[config.mk]
export PLATFORM = sky130hd
export DESIGN_NAME = wts_ocm_bridge
export DESIGN_NICKNAME = d
export VERILOG_FILES = /design/src/rtl/wts_bridge_pkg.sv /design/src/rtl/wts_bridge_mix.sv /design/src/rtl/wts_ocm_bridge.sv
export SDC_FILE = /design/constraint.sdc
export NUM_CORES = 1
export LEC_CHECK = 0
export ABC_CLOCK_PERIOD_IN_PS = 3600
export CAP_MARGIN = 20
export CORE_MARGIN = 2
export CORE_UTILIZATION = 41
export DETAILED_ROUTE_END_ITERATION = 8
export PLACE_DENSITY = 0.77
export SLEW_MARGIN = 20
export SYNTH_ARGS = -nofsm -noshare
export SYNTH_HDL_FRONTEND = slang
export SYNTH_SLANG_ARGS = --single-unit
[constraint.sdc]
create_clock -name clk21m -period 3.6 [get_ports clk21m]
set_input_delay 0.72 -clock clk21m [delete_from_list [all_inputs] [get_ports clk21m]]
set_output_delay 0.72 -clock clk21m [all_outputs]
set_load 0.05 [all_outputs]
[src/rtl/wts_bridge_pkg.sv]
// rtl/wts_bridge_pkg.sv - shared types and defaults for the OCM to wave-table bridge
package wts_bridge_pkg;

  // Transaction FSM states
  typedef enum logic [2:0] {
    ST_IDLE,
    ST_REG_WR,
    ST_REG_RD,
    ST_RAM_WAIT,
    ST_ACK,
    ST_HOLD
  } bridge_state_e;

  localparam int DEF_CORE_W = 12;
  localparam int DEF_OUT_W  = 15;
  localparam int DEF_RAM_AW = 21;

  // Read data returned when the sample RAM never answers
  localparam logic [7:0] TIMEOUT_FILL = 8'hFF;

endpackage

[src/rtl/wts_bridge_mix.sv]
// rtl/wts_bridge_mix.sv - registered stereo/mono audio output stage
module wts_bridge_mix
  import wts_bridge_pkg::*;
#(
  parameter int CORE_W = DEF_CORE_W,
  parameter int OUT_W  = DEF_OUT_W
) (
  input  logic              clk21m,
  input  logic              reset,
  input  logic              sw_mono,
  input  logic [CORE_W-1:0] core_left,
  input  logic [CORE_W-1:0] core_right,
  output logic [OUT_W-1:0]  wavl,
  output logic [OUT_W-1:0]  wavr
);

  // The mono sum needs one guard bit above the core width.
  if (OUT_W < CORE_W + 1) begin : g_bad_out_w
    $error("wts_bridge_mix: OUT_W must be at least CORE_W+1");
  end

  logic [CORE_W:0]  mono_s;
  logic [OUT_W-1:0] wavl_d, wavr_d;
  logic [OUT_W-1:0] wavl_q, wavr_q;

  // Left-justify either the raw channels or the sign-extended sum into OUT_W bits
  always_comb begin
    mono_s = {core_left[CORE_W-1], core_left} + {core_right[CORE_W-1], core_right};
    if (sw_mono) begin
      wavl_d = OUT_W'(mono_s) << (OUT_W - CORE_W - 1);
      wavr_d = OUT_W'(mono_s) << (OUT_W - CORE_W - 1);
    end else begin
      wavl_d = OUT_W'(core_left) << (OUT_W - CORE_W);
      wavr_d = OUT_W'(core_right) << (OUT_W - CORE_W);
    end
  end

  // Output registers
  always_ff @(posedge clk21m or posedge reset) begin
    if (reset) begin
      wavl_q <= '0;
      wavr_q <= '0;
    end else begin
      wavl_q <= wavl_d;
      wavr_q <= wavr_d;
    end
  end

  assign wavl = wavl_q;
  assign wavr = wavr_q;

endmodule

[src/rtl/wts_ocm_bridge.sv]
// rtl/wts_ocm_bridge.sv - OCM slot bus to wave-table core bridge; WTS_BRIDGE_TIMEOUT_EN adds a RAM wait timeout
module wts_ocm_bridge
  import wts_bridge_pkg::*;
#(
  parameter int CORE_W      = DEF_CORE_W,
  parameter int OUT_W       = DEF_OUT_W,
  parameter int RD_WAIT     = 10,
  parameter int RAM_AW      = DEF_RAM_AW,
  parameter int RAM_TIMEOUT = 64
) (
  input  logic              clk21m,
  input  logic              reset,
  input  logic              req,
  input  logic              wrt,
  input  logic [15:0]       adr,
  input  logic [7:0]        dbo,
  output logic              ack,
  output logic [7:0]        dbi,
  input  logic              sw_mono,
  output logic              ramreq,
  output logic              ramwrt,
  output logic [RAM_AW-1:0] ramadr,
  output logic [7:0]        ramdbo,
  input  logic [7:0]        ramdbi,
  input  logic              ramack,
  output logic              core_wrreq,
  output logic              core_rdreq,
  output logic              core_wr_active,
  output logic              core_rd_active,
  output logic [14:0]       core_a,
  output logic [7:0]        core_d,
  input  logic [7:0]        core_q,
  input  logic              core_mem_ncs,
  input  logic [RAM_AW-14:0] core_mem_a,
  input  logic [CORE_W-1:0] core_left,
  input  logic [CORE_W-1:0] core_right,
  output logic [OUT_W-1:0]  wavl,
  output logic [OUT_W-1:0]  wavr
`ifdef WTS_BRIDGE_TIMEOUT_EN
  ,
  output logic              ram_timeout
`endif
);

  localparam int BANK_W = RAM_AW - 13;

  if (RAM_AW < 14) begin : g_bad_ram_aw
    $error("wts_ocm_bridge: RAM_AW must be at least 14");
  end
  if (RD_WAIT < 1 || RD_WAIT > 15) begin : g_bad_rd_wait
    $error("wts_ocm_bridge: RD_WAIT must be in 1..15");
  end
  if (RAM_TIMEOUT < 1) begin : g_bad_timeout
    $error("wts_ocm_bridge: RAM_TIMEOUT must be positive");
  end

  bridge_state_e state_q, state_d;

  logic [3:0]        cnt_q, cnt_d;
  logic              wrt_q, wrt_d;
  logic [14:0]       adr_q, adr_d;
  logic [7:0]        dbo_q, dbo_d;
  logic [BANK_W-1:0] bank_q, bank_d;
  logic [7:0]        rdata_q, rdata_d;
  logic [7:0]        dbi_q, dbi_d;
  logic              ack_q, ack_d;
  logic              ramreq_q, ramreq_d;
  logic              ramwrt_q, ramwrt_d;
  logic              wrreq_q, wrreq_d;
  logic              rdreq_q, rdreq_d;
  logic              wr_act_q, wr_act_d;
  logic              rd_act_q, rd_act_d;

`ifdef WTS_BRIDGE_TIMEOUT_EN
  localparam int TCNT_W = $clog2(RAM_TIMEOUT + 1);
  logic [TCNT_W-1:0] tcnt_q, tcnt_d;
  logic              tout_q, tout_d;
`endif

  // Bit 15 of the bus address only selects the slot upstream.
  logic unused_adr15;
  assign unused_adr15 = adr[15];

  // Next-state and output decode for the transaction FSM
  always_comb begin
    state_d  = state_q;
    cnt_d    = cnt_q;
    wrt_d    = wrt_q;
    adr_d    = adr_q;
    dbo_d    = dbo_q;
    bank_d   = bank_q;
    rdata_d  = rdata_q;
    dbi_d    = dbi_q;
    ramwrt_d = ramwrt_q;
    wr_act_d = wr_act_q;
    rd_act_d = rd_act_q;
    ack_d    = 1'b0;
    ramreq_d = 1'b0;
    wrreq_d  = 1'b0;
    rdreq_d  = 1'b0;
`ifdef WTS_BRIDGE_TIMEOUT_EN
    tcnt_d   = tcnt_q;
    tout_d   = tout_q;
`endif
    case (state_q)
      ST_IDLE: begin
        if (req) begin
          adr_d  = adr[14:0];
          dbo_d  = dbo;
          wrt_d  = wrt;
          bank_d = core_mem_a;
          if (!core_mem_ncs) begin
            state_d  = ST_RAM_WAIT;
            ramreq_d = 1'b1;
            ramwrt_d = wrt;
`ifdef WTS_BRIDGE_TIMEOUT_EN
            tcnt_d   = '0;
`endif
          end else if (wrt) begin
            state_d  = ST_REG_WR;
            wrreq_d  = 1'b1;
            wr_act_d = 1'b1;
          end else begin
            state_d  = ST_REG_RD;
            rdreq_d  = 1'b1;
            rd_act_d = 1'b1;
            cnt_d    = 4'(RD_WAIT);
          end
        end
      end
      ST_REG_WR: begin
        state_d = ST_ACK;
      end
      ST_REG_RD: begin
        cnt_d = cnt_q - 4'd1;
        if (cnt_q == 4'd1) begin
          state_d = ST_ACK;
          rdata_d = core_q;
        end
      end
      ST_RAM_WAIT: begin
        if (ramack) begin
          state_d = ST_ACK;
          rdata_d = ramdbi;
`ifdef WTS_BRIDGE_TIMEOUT_EN
          tcnt_d  = '0;
        end else if (tcnt_q == TCNT_W'(RAM_TIMEOUT - 1)) begin
          state_d = ST_ACK;
          rdata_d = TIMEOUT_FILL;
          tout_d  = 1'b1;
          tcnt_d  = '0;
        end else begin
          tcnt_d  = tcnt_q + 1'b1;
`endif
        end
      end
      ST_ACK: begin
        state_d  = ST_HOLD;
        ack_d    = 1'b1;
        wr_act_d = 1'b0;
        rd_act_d = 1'b0;
        if (!wrt_q) begin
          dbi_d = rdata_q;
        end
      end
      ST_HOLD: begin
        state_d = ST_IDLE;
      end
      default: begin
        state_d = ST_IDLE;
      end
    endcase
  end

  // FSM state and latched transfer registers
  always_ff @(posedge clk21m or posedge reset) begin
    if (reset) begin
      state_q  <= ST_IDLE;
      cnt_q    <= '0;
      wrt_q    <= 1'b0;
      adr_q    <= '0;
      dbo_q    <= '0;
      bank_q   <= '0;
      rdata_q  <= '0;
      dbi_q    <= '0;
      ack_q    <= 1'b0;
      ramreq_q <= 1'b0;
      ramwrt_q <= 1'b0;
      wrreq_q  <= 1'b0;
      rdreq_q  <= 1'b0;
      wr_act_q <= 1'b0;
      rd_act_q <= 1'b0;
    end else begin
      state_q  <= state_d;
      cnt_q    <= cnt_d;
      wrt_q    <= wrt_d;
      adr_q    <= adr_d;
      dbo_q    <= dbo_d;
      bank_q   <= bank_d;
      rdata_q  <= rdata_d;
      dbi_q    <= dbi_d;
      ack_q    <= ack_d;
      ramreq_q <= ramreq_d;
      ramwrt_q <= ramwrt_d;
      wrreq_q  <= wrreq_d;
      rdreq_q  <= rdreq_d;
      wr_act_q <= wr_act_d;
      rd_act_q <= rd_act_d;
    end
  end

`ifdef WTS_BRIDGE_TIMEOUT_EN
  // RAM wait counter and sticky timeout flag
  always_ff @(posedge clk21m or posedge reset) begin
    if (reset) begin
      tcnt_q <= '0;
      tout_q <= 1'b0;
    end else begin
      tcnt_q <= tcnt_d;
      tout_q <= tout_d;
    end
  end

  assign ram_timeout = tout_q;
`endif

  assign ack            = ack_q;
  assign dbi            = dbi_q;
  assign ramreq         = ramreq_q;
  assign ramwrt         = ramwrt_q;
  assign ramadr         = {bank_q, adr_q[12:0]};
  assign ramdbo         = dbo_q;
  assign core_wrreq     = wrreq_q;
  assign core_rdreq     = rdreq_q;
  assign core_wr_active = wr_act_q;
  assign core_rd_active = rd_act_q;
  assign core_a         = adr_q;
  assign core_d         = dbo_q;

  wts_bridge_mix #(
    .CORE_W (CORE_W),
    .OUT_W  (OUT_W)
  ) u_mix (
    .clk21m     (clk21m),
    .reset      (reset),
    .sw_mono    (sw_mono),
    .core_left  (core_left),
    .core_right (core_right),
    .wavl       (wavl),
    .wavr       (wavr)
  );

endmodule

==> key figures <==
Run status
  • Status: finished clean

STA
  • Final Skew: about 0.010 ns
  • Final setup viols: 0
  • Setup TNS: 0 ns
  • Final Hold Fails: 0
  • Slew @ Worst Pin: approximately 0.74 ns
  • Slew margin rel.: 0.505
  • Fmax: ~0.40 GHz
  • RSZ-0062 raised after global routing: no
  • Max Slew Vio Count: 0
  • Final worst slack: between 1 and 1.5 ns
  • Min cycle time layout: around 2.5 ns
  • Fin crit share: 0.702
  • Final hold slack: around 0.48 ns

Clock network
  • H-tree levels: 3
  • Worst-Skew Late Latency: around 0.35 ns
  • Clock buffer count from CTS: 9
  • Clk sinks: slightly below 90
  • CTS max path bufs: 2
  • Hold Buf Count CTS: 0
  • Postcts setup bufs: 0
  • TritonCTS clock tree: yes
  • Worst-path clk slew: 0.09 ns
  • PostCTS Resize Cnt: 0
  • CTS Root Cell: clkbuf_8

Final layout
  • Final Util: 0.596
  • Layout cells sized above 1: 0.0733
  • Ant diodes: 0
  • Layout Area Growth over Synthesis: 43.5%
  • Post-layout net count: 676

Die
  • Die height: ~110 µm
  • Die area: around 11,000 µm²
  • Core area: 10,200 µm²
  • Io pins: 176
  • Die Width: between 100 and 150 µm
  • Row cnt: 37
  • Initial core utilization: 0.415

Critical path
  • Critical path type: primary input to flop
  • Data arrival, critical path: 2.75 ns
  • WP data required: around 3.8 ns
  • CP Max Fanout: 3
  • CP Launch Type: primary input
  • Crit end category: flop

Place
  • Setup WS pre-CTS: between 0.7 and 0.8 ns
  • IO Port Bufs: between 150 and 200
  • DP HPWL: around 7800 µm
  • GP Congestion: between 0.8 and 0.9

Pwr
  • PD cells: 878 nW/µm²
  • Leakage power: roughly 2.7 nW
  • Final Power: roughly 5.3 mW
  • Peak VDD IR: about 520 µV

Logic synthesis
  • Largest cells by area after synthesis: dfrtp_1, nand2_1, buf_4
  • Gate count after technology mapping: between 400 and 500
  • Synthesized area per cell: around 9.7 µm²
  • Register area share after synthesis: 0.515
  • Prevailing post-synth register cell: dfrtp_1
  • Post-synth EDFFs: 0
  • Dominant cell type by area after synthesis: dfrtp_1
  • Post-Syn Area: between 4000 and 5000 µm²
  • Yosys top cell area share: 0.515
  • Asr flop ratio synth: 1.00
  • #FFs+latches synth: just under 90
  • Synth warn: 0
  • Synth cell types: 48

Detailed routing
  • Vias: ~3,600
  • WL/cell: 14.4 µm
  • Final antenna-violating net count: 0
  • Final WL: approximately 10,000 µm
  • Via density: 4.95
  • Starting DRT DRC Count: roughly 170
  • First drt pass iteration count: 5
  • Detailed-route DRC error count: 0

Global route
  • First-pass GRT wire length: approximately 17,000 µm
  • Largest net degree at the start of global routing: 62
  • GR Layer Usage met3: 0.0501
  • Grt ovf: 0
  • Gr usage total: 0.192
  • Global route hottest layer: met2
  • Grt met1 use: 0.240
  • Vias in the first global route: around 3,600
  • Initial antenna violation count: 0
  • GR Layer Usage met2: 0.324

Run
  • Max-capacitance violation count: 0

Min path
  • Worst Hold Class: flop to flop
## state kept, by name, summed over array words and instances, names as in the netlist, 3 cells and up
name,cells
core_a,15
u_mix.wavl,13
u_mix.wavr,12
bank_q,8
core_d,8
dbi,8
rdata_q,8
cnt_q,4
state_q,3
## final cells by class
cell class / count / area (µm²)
clock inverter: 5 / 56.3
inverter: 14 / 55.1
clock buffer: 11 / 141
tap: 136 / 170
fill: 861 / 4120
multi-input combinational: 295 / 1730
sequential: 87 / 2180
timing repair buffer: 175 / 1740
## stage by stage
step / instances / instance area (µm²)
6_report: 723 / 6070
5_1_grt: 723 / 6070
4_1_cts: 723 / 6070
3_5_place_dp: 707 / 5870
3_3_place_gp: 707 / 5870
2_1_floorplan: 439 / 4240
## routing by layer
metal  part of all wire  wire [µm]  up-vias
met1               0.41       4310     1672
met2               0.49       5130      153
li1                   -          -     1737
met4              0.017        177        0
met3              0.078        812       18
met5                  0          0        -
## layout by cell type, fill, tap and decap left out, types with 4 or more instances in the layout
cell,netlist,final
nand3_1,7,7
clkbuf_8,0,10
a21o_1,4,4
o2111ai_1,6,6
nand2_1,120,120
mux2i_1,11,11
conb_1,1,4
mux2_2,11,11
clkdlybuf4s50_1,0,170
o21ai_0,18,18
a21oi_1,24,24
dfrtp_1,87,87
buf_4,26,5
nor2_1,22,22
xor2_1,4,4
ha_1,14,14
inv_1,14,13
o22ai_1,4,4
## power by group
group          leakage, nW  internal, mW  total (mW)  switching [mW]
registers             1.05          1.34        1.59           0.244
clock network       0.0997         0.340       0.683           0.343
logic                 1.57          1.03        3.06            2.03
## cell usage after synthesis (2+ instances only)
cell	n
nand2_1	120
dfrtp_1	87
buf_4	26
a21oi_1	24
nor2_1	22
o21ai_0	18
ha_1	14
inv_1	14
mux2_2	11
mux2i_1	11
clkbuf_1	8
nand3_1	7
buf_2	6
o2111ai_1	6
a21o_1	4
o22ai_1	4
xor2_1	4
a32oi_1	3
buf_6	3
nor3_1	3
o211ai_1	3
o21a_1	3
or3_1	3
xnor2_1	3
and2_1	2
and3b_1	2
nand4_1	2
nor2_2	2
nor3b_1	2
## worst max-delay path, stage by stage
cell,delay (ns)
clkdlybuf4s50_1,0.42
ha_1,0.26
fa_1,0.43
a21oi_1,0.25
o22ai_1,0.14
a211oi_1,0.39
a21oi_1,0.14
## path summary, 6_finish.rpt
check	from	depth (start not counted)	slack, ns	endpoint
setup reg to reg	state_q[1]	4	1.73	rdata_q[3]
min in group asynchronous	reset	2	0.85	core_a[11]
hold reg to reg	bank_q[7]	2	0.48	bank_q[7]
setup / recovery	core_left[0]	7	1.07	u_mix.wavr[10]
max in group asynchronous	reset	3	2.05	u_mix.wavr[11]
hold / removal	bank_q[7]	2	0.48	bank_q[7]
## cell families (layout without fill, tap and decap cells)
group	Yosys count	after routing	share of synthesized area
simple gates	173	173	0.175
flops	87	87	0.515
compound gates	74	74	0.112
buf+inv	57	205	0.0808
mux	22	22	0.0553
fa+ha+maj	15	15	0.0462
xor+xnor	7	7	0.0145
other cells	1	4	0.000887
No activity file was read; power rests on OpenSTA's default activity.
